===== config.mk =====
export PLATFORM = sky130hd
export DESIGN_NAME = inst_fetch_unit
export DESIGN_NICKNAME = d
export VERILOG_FILES = /design/src/rtl/inst_fetch_unit_pkg.sv /design/src/rtl/fetch_fifo.sv /design/src/rtl/inst_fetch_unit.sv
export SDC_FILE = /design/constraint.sdc
export NUM_CORES = 1
export LEC_CHECK = 0
export BUFFER_PORTS_ARGS = -buffer_cell sky130_fd_sc_hd__clkbuf_2
export CORE_MARGIN = 3
export CORE_UTILIZATION = 45
export DETAILED_ROUTE_END_ITERATION = 16
export GPL_TIMING_DRIVEN = 0
export PLACE_DENSITY = 0.73
export SLEW_MARGIN = 20
export SYNTH_ARGS = -nofsm -noshare
export SYNTH_HDL_FRONTEND = slang
export SYNTH_SLANG_ARGS = --single-unit

===== constraint.sdc =====
create_clock -name clk -period 6.3 [get_ports clk]
set_clock_uncertainty 0.2 [all_clocks]
set_input_delay 1.26 -clock clk [delete_from_list [all_inputs] [get_ports clk]]
set_output_delay 1.26 -clock clk [all_outputs]
set_load 0.02 [all_outputs]

===== src/rtl/inst_fetch_unit_pkg.sv =====
// inst_fetch_unit_pkg: bus widths, exception bit indices and the
// IF<->ID bundle layouts shared by the fetch front end.
package inst_fetch_unit_pkg;

  localparam int IF_ID_BUS_WDTH = 70;
  localparam int ID_IF_BUS_WDTH = 34;
  localparam int TYPE_ADEF      = 0;

  typedef struct packed {
    logic [5:0]  exc_type;
    logic [31:0] pc;
    logic [31:0] inst;
  } if_id_t;

  typedef struct packed {
    logic        br_taken;
    logic        br_stall;
    logic [31:0] br_target;
  } id_if_t;

endpackage


===== src/rtl/fetch_fifo.sv =====
// fetch_fifo: generic WIDTH x DEPTH FIFO with flush and occupancy count.
// Push into a full FIFO is accepted only when a pop frees the slot.
module fetch_fifo #(
  parameter int  WIDTH = 32,
  parameter int  DEPTH = 2,
  localparam int PW    = (DEPTH > 1) ? $clog2(DEPTH) : 1,
  localparam int CW    = $clog2(DEPTH + 1)
) (
  input  logic             clk,
  input  logic             resetn,
  input  logic             i_push,
  input  logic [WIDTH-1:0] i_din,
  input  logic             i_pop,
  input  logic             i_flush,
  output logic [WIDTH-1:0] o_dout,
  output logic [CW-1:0]    o_count,
  output logic             o_empty,
  output logic             o_full
);

  logic [WIDTH-1:0] r_mem [DEPTH];
  logic [PW-1:0]    r_rptr;
  logic [PW-1:0]    r_wptr;
  logic [CW-1:0]    r_count;
  logic             w_push;
  logic             w_pop;

  function automatic logic [PW-1:0] nxt(input logic [PW-1:0] p);
    return (p == PW'(DEPTH - 1)) ? '0 : p + 1'b1;
  endfunction

  assign o_empty = (r_count == '0);
  assign o_full  = (r_count == CW'(DEPTH));
  assign o_count = r_count;
  assign o_dout  = r_mem[r_rptr];
  assign w_pop   = i_pop & ~o_empty;
  assign w_push  = i_push & (~o_full | w_pop);

  always_ff @(posedge clk or negedge resetn) begin
    if (!resetn) begin
      r_rptr  <= '0;
      r_wptr  <= '0;
      r_count <= '0;
    end else if (i_flush) begin
      r_rptr  <= '0;
      r_wptr  <= '0;
      r_count <= '0;
    end else begin
      if (w_push) r_wptr <= nxt(r_wptr);
      if (w_pop)  r_rptr <= nxt(r_rptr);
      r_count <= r_count + CW'(w_push) - CW'(w_pop);
    end
  end

  always_ff @(posedge clk) begin
    if (w_push & ~i_flush) r_mem[r_wptr] <= i_din;
  end

endmodule


===== src/rtl/inst_fetch_unit.sv =====
// inst_fetch_unit: multi-outstanding fetch with instruction buffer.
// Define IFU_IBUF_BYPASS_EN to forward SRAM data to ID when ibuf is empty.
module inst_fetch_unit
  import inst_fetch_unit_pkg::*;
#(
  parameter int          OUTSTANDING = 2,
  parameter int          IBUF_DEPTH  = 4,
  parameter logic [31:0] RESET_PC    = 32'h1c000000
) (
  input  logic                      clk,
  input  logic                      resetn,
  input  logic                      flush,
  input  logic [31:0]               wb_flush_addr,
  input  logic [ID_IF_BUS_WDTH-1:0] id_if_bus,
  input  logic                      id_allowin,
  output logic                      if_id_valid,
  output logic [IF_ID_BUS_WDTH-1:0] if_id_bus,
  output logic                      inst_sram_req,
  output logic                      inst_sram_wr,
  output logic [1:0]                inst_sram_size,
  output logic [3:0]                inst_sram_wstrb,
  output logic [31:0]               inst_sram_addr,
  output logic [31:0]               inst_sram_wdata,
  input  logic                      inst_sram_addr_ok,
  input  logic                      inst_sram_data_ok,
  input  logic [31:0]               inst_sram_rdata
);

  localparam int PCW = $clog2(OUTSTANDING + 1);
  localparam int ICW = $clog2(IBUF_DEPTH + 1);

  id_if_t         w_br;
  if_id_t         w_ret_ent;
  if_id_t         w_adef_ent;
  if_id_t         w_ib_din;
  if_id_t         w_ib_dout;
  logic [31:0]    r_fetch_pc;
  logic [31:0]    w_pend_pc;
  logic [31:0]    w_target;
  logic [PCW-1:0] r_discard;
  logic [PCW-1:0] w_inflight;
  logic [PCW-1:0] w_disc_nxt;
  logic [ICW-1:0] w_ib_count;
  logic           r_halt;
  logic           r_run;
  logic           w_pend_full;
  logic           w_pend_empty;
  logic           w_ib_full;
  logic           w_ib_empty;
  logic           w_misalign;
  logic           w_credit;
  logic           w_accept;
  logic           w_ret;
  logic           w_ret_keep;
  logic           w_redirect;
  logic           w_adef;
  logic           w_byp;
  logic           w_ib_push;
  logic           w_ib_pop;

  assign w_br       = id_if_bus;
  assign w_misalign = (r_fetch_pc[1:0] != 2'b00);
  assign w_credit   = (int'(w_inflight) + int'(w_ib_count)) < IBUF_DEPTH;

  assign inst_sram_req   = r_run & ~r_halt & ~w_br.br_stall & ~w_misalign
                         & ~w_pend_full & w_credit;
  assign inst_sram_addr  = r_fetch_pc;
  assign inst_sram_wr    = 1'b0;
  assign inst_sram_size  = 2'h2;
  assign inst_sram_wstrb = 4'h0;
  assign inst_sram_wdata = 32'h0;

  assign w_accept   = inst_sram_req & inst_sram_addr_ok;
  assign w_ret      = inst_sram_data_ok & ~w_pend_empty;
  assign w_ret_keep = w_ret & (r_discard == '0);
  assign w_redirect = flush | (w_br.br_taken & ~w_br.br_stall);
  assign w_target   = flush ? wb_flush_addr : w_br.br_target;
  assign w_adef     = r_run & ~r_halt & w_misalign & ~w_ib_full & ~w_redirect;

  // Everything still owed by the SRAM after this cycle belongs to the old path.
  assign w_disc_nxt = w_inflight + PCW'(w_accept) - PCW'(w_ret);

  assign w_ret_ent = {6'h0, w_pend_pc, inst_sram_rdata};

  always_comb begin
    w_adef_ent = '0;
    w_adef_ent.exc_type[TYPE_ADEF] = 1'b1;
    w_adef_ent.pc = r_fetch_pc;
  end

`ifdef IFU_IBUF_BYPASS_EN
  assign w_byp = w_ib_empty & w_ret_keep;
`else
  assign w_byp = 1'b0;
`endif

  assign w_ib_din    = w_adef ? w_adef_ent : w_ret_ent;
  assign w_ib_push   = (w_ret_keep & ~(w_byp & id_allowin)) | w_adef;
  assign if_id_valid = (~w_ib_empty | w_byp) & ~flush;
  assign w_ib_pop    = if_id_valid & id_allowin & ~w_byp;
  assign if_id_bus   = w_byp ? w_ret_ent : w_ib_dout;

  always_ff @(posedge clk or negedge resetn) begin
    if (!resetn) begin
      r_run      <= 1'b0;
      r_halt     <= 1'b0;
      r_fetch_pc <= RESET_PC;
      r_discard  <= '0;
    end else begin
      r_run <= 1'b1;
      if (w_redirect) begin
        r_halt     <= 1'b0;
        r_fetch_pc <= w_target;
        r_discard  <= w_disc_nxt;
      end else begin
        if (w_adef)   r_halt     <= 1'b1;
        if (w_accept) r_fetch_pc <= r_fetch_pc + 32'd4;
        if (w_ret && r_discard != '0) r_discard <= r_discard - PCW'(1);
      end
    end
  end

  fetch_fifo #(
    .WIDTH (32),
    .DEPTH (OUTSTANDING)
  ) u_pend (
    .clk     (clk),
    .resetn  (resetn),
    .i_push  (w_accept),
    .i_din   (r_fetch_pc),
    .i_pop   (w_ret),
    .i_flush (1'b0),
    .o_dout  (w_pend_pc),
    .o_count (w_inflight),
    .o_empty (w_pend_empty),
    .o_full  (w_pend_full)
  );

  fetch_fifo #(
    .WIDTH (IF_ID_BUS_WDTH),
    .DEPTH (IBUF_DEPTH)
  ) u_ibuf (
    .clk     (clk),
    .resetn  (resetn),
    .i_push  (w_ib_push),
    .i_din   (w_ib_din),
    .i_pop   (w_ib_pop),
    .i_flush (w_redirect),
    .o_dout  (w_ib_dout),
    .o_count (w_ib_count),
    .o_empty (w_ib_empty),
    .o_full  (w_ib_full)
  );

endmodule


==> results_dict.tcl, run 1 <==
set metrics [dict create \
    cts_resized 0 \
    multi_input_area_um2 4442 \
    drtIter0Drc 763 \
    fillers 2772 \
    synthFlopType "edfxtp_1" \
    avgSynthCellArea_um2 15.95 \
    synthTopCellsByCount "edfxtp_1 (324), mux4_2 (65), a21oi_1 (54), nor2_1 (54)" \
    arrival_ns 2.88 \
    async_flop_share_pct 12.67 \
    synth_xor_area_share_pct 1.107 \
    pin_count 247 \
    routed_via_density 5.446 \
    grt_pass1_wl_um 56900 \
    period_minus_slack_ns 4.338 \
    numCtsBuffers 38 \
    final_hold_viol_count 0 \
    clk_pin_slew_ns 0.06 \
    finalCoreUtilization_pct 54.70 \
    cts_root_buffer "clkbuf_16" \
    ir_drop_mv 0.2058 \
    drv_cap 0 \
    outcome "finished, final reports clean" \
    gp_congestion 0.8455 \
    clkLatencyLatePin_ns 0.53 \
    synth-compound-area-share_pct 4.831 \
    crit_path_start_kind "register" \
    coreArea_um2 34630 \
    worstPathRequired_ns 4.84 \
    synth_adder_area_share_pct 1.233 \
    timing.final.crit_share_pct 68.86 \
    groute.usage.overall_pct 19.49 \
    seqCellArea_um2 10910 \
    drc_errors 0 \
    cts_tree "built" \
    avgRoutedWirePerCell_um 21.13 \
    vias 9618 \
    tns_ns 0 \
    overflow 0 \
    rsz0062_at_grt "false" \
    ys_ff_latch 371 \
    end_kind "output port" \
    max_freq_mhz 230.5 \
    synth-simple-area-share_pct 7.930 \
    area.growth.synth_to_final_pct 19.70 \
    antenna_left 0 \
    synth_top_area_share_pct 61.48 \
    port_buffers 202 \
    syn_inst 992 \
    yosysUniqueCellTypes 58 \
    diodes 0 \
    drt-total-wl_um 37320 \
    leakage_nw 7.035 \
    tightestPinTransition_ns 0.8879 \
    post_cts_buffers 0 \
    die_y_um 193.5 \
    grt_max_degree 48 \
    drt_pre_antenna_iters 5 \
    setup_viol 0 \
    synth_top_family_by_area "multiplexers" \
    fin_nets 1402 \
    ys_top_cells_by_area "edfxtp_1 (61%), mux4_2 (9.3%), dfrtp_1 (7.0%), mux2i_1 (2.5%), buf_4 (2.1%)" \
    fin_hold_ws_ns 0.3076 \
    synthMuxAreaShare_pct 11.78 \
    dieArea_um2 37450 \
    drive_gt1_share_pct 31.58 \
    synth_seq_area_share_pct 68.94 \
    cts_hold_buf 0 \
    fp.dieW_um 193.5 \
    grt_pass1_vias 9749 \
    syn_area_um2 15830 \
    powerDensity_nw_per_um2 339.8 \
    synth_top_cell_by_area "edfxtp_1" \
    synth_edf_count 324 \
    hold_path_class "register to register" \
    slew_viol_final 0 \
    relSlewSlack_pct 40.80 \
    ys_warn_count 0 \
    worst-setup-path-type "register to output port" \
    htree_levels 2 \
    dpl.hpwl_um 25360 \
    clock_sinks 371 \
    rows 68 \
    yosysMostFrequentCell "edfxtp_1" \
    cts_max_path_buffers 3 \
    grt_antenna_before_repair 0 \
    initial_core_util_pct 45.70 \
    critPathMaxFanout 10 \
]
-- final timing paths --
kind | cells past startpoint | from | endpoint | slack (ns)
setup / recovery | 4 | u_ibuf.r_rptr[1] | if_id_bus[51] | 1.96
setup reg to reg | 6 | u_pend.o_count[1] | u_ibuf.r_mem[3][17] | 3.42
max in group asynchronous | 1 | resetn | u_ibuf.o_count[1] | 4.79
hold reg to reg | 2 | r_halt | r_halt | 0.31
hold / removal | 2 | r_halt | r_halt | 0.31
min in group asynchronous | 1 | resetn | inst_sram_addr[18] | 0.60
-- logic make-up after synthesis --
family,after synthesis
AOI/OAI and AO/OA,120
xor gates and xnor gates,20
adders and majority gates,15
buffers and inverters,122
DFF,371
muxes,105
other,2
and+or+nand+nor,237
-- metal layers --
metal | vias to the layer above | part of all wire (%) | global-route usage, %
li1 | 4316 | - | -
met2 | 444 | 49 | 32.86
met1 | 4795 | 41 | 26.42
met5 | - | 0 | 0
met3 | 63 | 7.2 | 3.483
met4 | 0 | 2.3 | 5.250
-- cell type report --
cell class / count / share of cell area (%)
sequential: 371 / 57.59
multi-input combinational: 542 / 23.45
timing repair buffer: 208 / 6.182
clock buffer: 50 / 5.522
tap: 455 / 3.005
buffer: 96 / 2.939
clock inverter: 18 / 0.7992
inverter: 26 / 0.5152
-- cells in the final DEF (no fill, tap or decap), drive strengths merged, types with 17 or more instances in the layout --
| cell type | n |
|---|---|
| conb | 45 |
| nor3 | 20 |
| dfrtp | 44 |
| buf | 72 |
| xnor2 | 17 |
| nand2 | 46 |
| mux4 | 65 |
| edfxtp | 324 |
| nor2 | 54 |
| a21oi | 54 |
| o21ai | 20 |
| and2 | 42 |
| clkbuf | 282 |
| mux2i | 40 |
| inv | 27 |
-- stage by stage --
| step | power [mW] | setup WS [ns] | cell area, µm² | cells |
|---|---|---|---|---|
| after floorplan | 3.928 | 2.133 | 15990 | 1035 |
| after global placement | 4.316 | 0.3509 | 17570 | 1692 |
| after detailed placement | 4.362 | 2.335 | 17750 | 1698 |
| after CTS | 6.498 | 1.951 | 18940 | 1766 |
| after global routing | 6.702 | 1.858 | 18940 | 1766 |
| final | 6.437 | 1.962 | 18940 | 1766 |
-- worst max-delay path, stage by stage (launching register included) --
cell,delay (ns)
dfrtp_1,0.46
clkbuf_1,0.55
clkbuf_1,0.69
mux4_2,0.45
clkbuf_2,0.18
-- report_power, final --
part | total, mW | internal, mW | switching [mW]
clock network | 2.13 | 1.25 | 0.878
logic | 1.26 | 0.484 | 0.775
registers | 3.05 | 2.93 | 0.117
-- registers in the layout (all words and copies together) (netlist names), 2 cells and up --
name / count
u_ibuf.o_count: 3
u_ibuf.r_wptr: 2
u_pend.r_mem: 64
r_discard: 2
u_pend.o_count: 2
u_ibuf.r_rptr: 2
inst_sram_addr: 32
u_ibuf.r_mem: 260
Power figures use the tool's default switching activity.
==> run 2, diff against run 1 <==
Settings changed: PLACE_DENSITY 0.73 to 0.75.
Clock period 6.3 ns to 3.85 ns, I/O delays scaled along.
==> run 2 against run 1 <==
  * Global-route usage is 0.22 points higher
  * Core utilization is essentially flat
  * Final area is essentially flat
  * First-iteration DRC count fell by 16%
  * Critical path depth unchanged
  * Sequential cell count did not move
  * Non-clock buffer count unchanged
  * Via count down 0.42%
  * Clock power rose by 66%
  * Setup slack got worse by 1.8 ns
==> results_dict.tcl, run 2 (same netlist as run 1, synthesis figures left out) <==
set metrics [dict create \
    cp_cell_sequence "clkbuf_1, clkbuf_1, mux4_2, clkbuf_2" \
    drive_gt1_share_pct 31.40 \
    r2r_cells 6 \
    avgRoutedWirePerCell_um 21.14 \
    relSlewSlack_pct 36.83 \
    antenna_left 0 \
    drt-total-wl_um 37300 \
    fin_hold_ws_ns 0.1137 \
    clk_pin_slew_ns 0.06 \
    clock_sinks 371 \
    final_hold_viol_count 0 \
    area.growth.synth_to_final_pct 19.77 \
    dieArea_um2 37450 \
    cts_hold_buf 0 \
    coreArea_um2 34630 \
    dpl.hpwl_um 25550 \
    drc_errors 0 \
    crit_path_max_incr_delay_ns 0.58 \
    crit_top_cell "clkbuf_1" \
    drv_cap 0 \
    grt_pass1_wl_um 57670 \
    slowest_stage "clkbuf_1" \
    multi_input_area_um2 4442 \
    diodes 0 \
    overflow 0 \
    final_common_cell "edfxtp_1" \
    seqCellArea_um2 10910 \
    outcome "finished, final reports clean" \
    layout_common_cells "edfxtp_1 (324), clkbuf_2 (202), mux4_2 (65)" \
    worstPathRequired_ns 2.88 \
    arrival_ns 2.70 \
    grt_antenna_before_repair 0 \
    cts_max_path_buffers 3 \
    slew_viol_final 0 \
    critPathLaunch "u_ibuf.r_rptr[1]" \
    tightestPinTransition_ns 0.9475 \
    critPathMaxFanout 10 \
    grt_pass1_vias 9850 \
    setup_viol 0 \
    routed_via_density 5.430 \
    pin_count 247 \
    powerDensity_nw_per_um2 558.3 \
    clkLatencyLatePin_ns 0.52 \
    worst-setup-path-type "register to output port" \
    period_minus_slack_ns 3.667 \
    fin_nets 1402 \
    end_kind "output port" \
    timing.rr.end "u_ibuf.r_mem[0][48]" \
    numCtsBuffers 38 \
    gp_congestion 0.8710 \
    drt_pre_antenna_iters 6 \
    groute.usage.overall_pct 19.71 \
    fp.dieW_um 193.5 \
    fillers 2743 \
    timing.final.crit_share_pct 95.25 \
    crit_path_start_kind "register" \
    cts_tree "built" \
    vias 9578 \
    top_register "u_ibuf.r_mem" \
    cts_root_buffer "clkbuf_16" \
    drtIter0Drc 644 \
    largest_reg_flops 260 \
    hold_path_class "input pin to async pin" \
    endpoint "if_id_bus[58]" \
    rows 68 \
    leakage_nw 7.035 \
    initial_core_util_pct 45.70 \
    r2r_slack_ns 0.95 \
    htree_levels 2 \
    die_y_um 193.5 \
    rsz0062_at_grt "false" \
    grt_max_degree 48 \
    finalCoreUtilization_pct 54.74 \
    r2r-start "u_ibuf.o_count[1]" \
    port_buffers 202 \
    max_freq_mhz 272.7 \
    ir_drop_mv 0.2911 \
]
## run 2: cell type report
type / instances / area share [%]
plain buffers: 96 / 2.957
clock buffers: 53 / 5.585
clock inverters: 13 / 0.7327
inverters: 26 / 0.5149
multi-input cells: 542 / 23.43
flip-flops and latches: 371 / 57.55
well taps: 455 / 3.004
repair buffers: 208 / 6.218
## run 2: worst max-delay path: cells and delay by family, from the launching register on
| family | cells | cell delay (ns) |
|---|---|---|
| buffers and inverters | 3 | 1.32 |
| DFF | 1 | 0.45 |
| muxes | 1 | 0.44 |
## run 2: metal layers
layer  wire (µm)  global-route usage (%)
met5           0                       0
met4         721                   4.581
met3        2584                   3.187
met2       18560                   33.50
met1       15440                   27.02
## run 2: through the flow
stage | std cells | TNS (ns) | worst slack, ns | power (mW) | instance area (µm²)
CTS | 1764 | 0 | 0.08344 | 10.68 | 18950
floorplan | 1035 | 0 | 0.1728 | 6.428 | 15990
global placement | 1692 | -436.04 | -1.622 | 7.063 | 17570
global route | 1764 | 0 | 0.005580 | 11.01 | 18950
detailed placement | 1698 | 0 | 0.3612 | 7.145 | 17750
finish | 1764 | 0 | 0.1829 | 10.58 | 18950
## run 2: report_power, final
part	internal, mW	leakage [nW]	switching [mW]	total, mW
logic	0.793	2.94	1.27	2.06
clock network	2.12	0.588	1.42	3.53
registers	4.80	3.51	0.195	4.99
total	7.70	7.04	2.88	10.6
## run 2: timing repair
action,CTS,global route
endpoints found under the setup margin,2,1
buffers inserted,0,0
resized for setup,1,1
## run 2: worst min-delay path by stage
stage,start,end,slack (ns),cells past startpoint
after global placement,u_pend.r_wptr,u_pend.r_wptr,0.27,1
after global routing,resetn,inst_sram_addr[18],0.16,1
after floorplan,u_pend.r_wptr,u_pend.r_wptr,0.26,1
final,resetn,inst_sram_addr[18],0.11,1
after CTS,resetn,u_pend.r_wptr,0.15,1
after detailed placement,r_halt,r_halt,0.30,2
==> run 3, diff against run 2 <==
Settings changed: ABC_AREA set to 1, ABC_CLOCK_PERIOD_IN_PS set to 3850.
==> run 3 against run 2 <==
  * Via count increased by 26%
  * Power increased by 6.7%
  * Largest cell class unchanged
  * Combinational power increased by 19%
  * Critical path type unchanged
  * Final cell count increased by 31%
  * Setup slack improved by 0.036 ns
  * Sequential power increased by 2%
  * Sequential share of layout area decreased by 2.7 points
  * Register-to-register slack about the same
  * Highest routed layer unchanged
  * Hold slack improved by 0.015 ns
==> results_dict.tcl, run 3 <==
set metrics [dict create \
    outcome "finished, final reports clean" \
    syn_area_um2 16540 \
    clock_sinks 371 \
    cts_resized 0 \
    clkLatencyLatePin_ns 0.52 \
    rsz0062_at_grt "false" \
    synthFlopType "edfxtp_1" \
    die_y_um 197.7 \
    drive_gt1_share_pct 22.47 \
    synth_edf_count 324 \
    rows 69 \
    drtIter0Drc 1129 \
    drt-total-wl_um 41630 \
    post_cts_buffers 0 \
    layout_common_cells "edfxtp_1 (324), nand2_1 (275), nor2_1 (240)" \
    routed_via_density 5.221 \
    crit_path_max_incr_delay_ns 0.52 \
    setup_viol 0 \
    avgSynthCellArea_um2 10.84 \
    clk_pin_slew_ns 0.06 \
    synth_top_area_share_pct 58.83 \
    stdcell_count 2312 \
    r2r-start "r_halt" \
    critPathMaxFanout 10 \
    coreArea_um2 35910 \
    fin_hold_ws_ns 0.1290 \
    end_kind "output port" \
    final_area_um2 19900 \
    ir_drop_mv 0.2957 \
    syn_inst 1526 \
    dpl_cell_area_um2 18620 \
    avgRoutedWirePerCell_um 18.01 \
    r2r_cells 10 \
    timing.final.crit_share_pct 94.31 \
    final_hold_viol_count 0 \
    drt_pre_antenna_iters 6 \
    htree_levels 2 \
    vias 12072 \
    drc_errors 0 \
    dpl.hpwl_um 28870 \
    ys_warn_count 0 \
    relSlewSlack_pct 34.51 \
    cts_hold_buf 0 \
    hold_path_class "input pin to async pin" \
    synth_seq_area_share_pct 65.96 \
    crit_path_start_kind "register" \
    ys_top_cells_by_area "edfxtp_1 (59%), dfrtp_1 (6.7%), nand2_1 (6.2%), nor2_1 (5.6%), o21ai_0 (5.1%)" \
    slowest_stage "dfrtp_1" \
    dieArea_um2 39090 \
    critPathLaunch "u_ibuf.r_rptr[0]" \
    largest_reg_flops 260 \
    crit_top_cell "buf_2" \
    grt_pass1_vias 11435 \
    fin_nets 1941 \
    groute.usage.overall_pct 20.71 \
    powerDensity_nw_per_um2 567.8 \
    arrival_ns 2.66 \
    yosysUniqueCellTypes 44 \
    cts_tree "built" \
    grt_antenna_before_repair 0 \
    synthTopCellsByCount "edfxtp_1 (324), nand2_1 (275), nor2_1 (246)" \
    pin_count 247 \
    ys_ff_latch 371 \
    finalPower_mw 11.30 \
    max_freq_mhz 275.4 \
    fillers 3019 \
    port_buffers 201 \
    cp_cell_sequence "buf_2, inv_2, buf_2, buf_2, o21ai_0, o22ai_1, clkbuf_2" \
    drv_cap 0 \
    crit_cells 7 \
    r2r_slack_ns 0.95 \
    period_minus_slack_ns 3.631 \
    leakage_nw 8.044 \
    initial_core_util_pct 46.05 \
    worst-setup-path-type "register to output port" \
    top_register "u_ibuf.r_mem" \
    synth_top_cell_by_area "edfxtp_1" \
    path_delay_family "buffers and inverters" \
    final_common_cell "edfxtp_1" \
    finalCoreUtilization_pct 55.40 \
    numCtsBuffers 37 \
    slew_viol_final 0 \
    grt_pass1_wl_um 63370 \
    yosysMostFrequentCell "edfxtp_1" \
    endpoint "if_id_bus[52]" \
    cts_max_path_buffers 3 \
    critPathBufInv 5 \
    grt_max_degree 48 \
    worstPathRequired_ns 2.88 \
    async_flop_share_pct 12.67 \
    antenna_left 0 \
    diodes 0 \
    overflow 0 \
    timing.rr.end "u_ibuf.r_mem[2][42]" \
    tightestPinTransition_ns 0.9721 \
    fp.dieW_um 197.7 \
    area.growth.synth_to_final_pct 20.30 \
    gp_congestion 0.9334 \
    cts_root_buffer "clkbuf_16" \
    place_inst 2244 \
]
==> run 3: power breakdown <==
part           leakage [nW]  switching, mW  internal, mW
Combinational          3.94           1.70         0.749
Clock                 0.611           1.49          2.25
Sequential             3.49          0.245          4.86
Total                  8.04           3.43          7.86
==> run 3: worst min path at each step <==
stage,start,to,slack (ns),depth (start not counted)
2_1_floorplan,resetn,inst_sram_addr[0],0.27,0
3_3_place_gp,r_discard[1],r_discard[1],0.32,2
3_5_place_dp,r_discard[1],r_discard[1],0.35,2
4_1_cts,resetn,u_pend.o_count[0],0.14,1
5_1_grt,resetn,inst_sram_addr[1],0.16,1
6_report,resetn,u_pend.o_count[0],0.13,1
==> run 3: final cells by class <==
class | instances | area [µm²] | area share [%]
multi-input combinational | 984 | 4770 | 23.97
inverter | 92 | 352.8 | 1.773
clock buffer | 48 | 1040 | 5.226
clock inverter | 20 | 235.2 | 1.182
buffer | 122 | 713.2 | 3.585
tap | 461 | 576.8 | 2.899
sequential | 371 | 10910 | 54.83
timing repair buffer | 214 | 1299 | 6.528
==> run 3: cells by family (layout without fill, tap and decap cells) <==
logic type	Yosys count	after routing	synth area share, %
adder cells (fa/ha/maj)	15	15	1.180
buffers and inverters	214	496	6.446
XOR/XNOR	13	13	0.6885
flip-flops	371	371	65.96
AO/OA/AOI/OAI	302	302	10.17
other	2	45	0.04541
AND/OR/NAND/NOR	603	603	15.15
multiplexers	6	6	0.3632
==> run 3: worst reg2reg max path, delay by kind of cell (launching register included) <==
kind            cells  cell delay [ns]
simple gates        6             1.38
compound gates      1             0.14
flops               1             0.36
buf+inv             3             0.50
==> run 3: per-layer routing <==
metal  track usage [%]  part of all wire, %  up-vias
met1             28.61                   41     5689
met5                 0                    0        -
met4             5.111                  2.0        0
li1                  -                    -     5771
met2             34.80                   49      551
met3             3.165                  8.7       61
==> run 3: through the flow <==
| stage | setup slack [ns] | TNS (ns) |
|---|---|---|
| 6_report | 0.2189 | 0 |
| 5_1_grt | 0.08763 | 0 |
| 4_1_cts | 0.2336 | 0 |
| 3_5_place_dp | 0.3449 | 0 |
| 3_3_place_gp | -1.736 | -442.53 |
| 2_1_floorplan | -0.2032 | -52.83 |
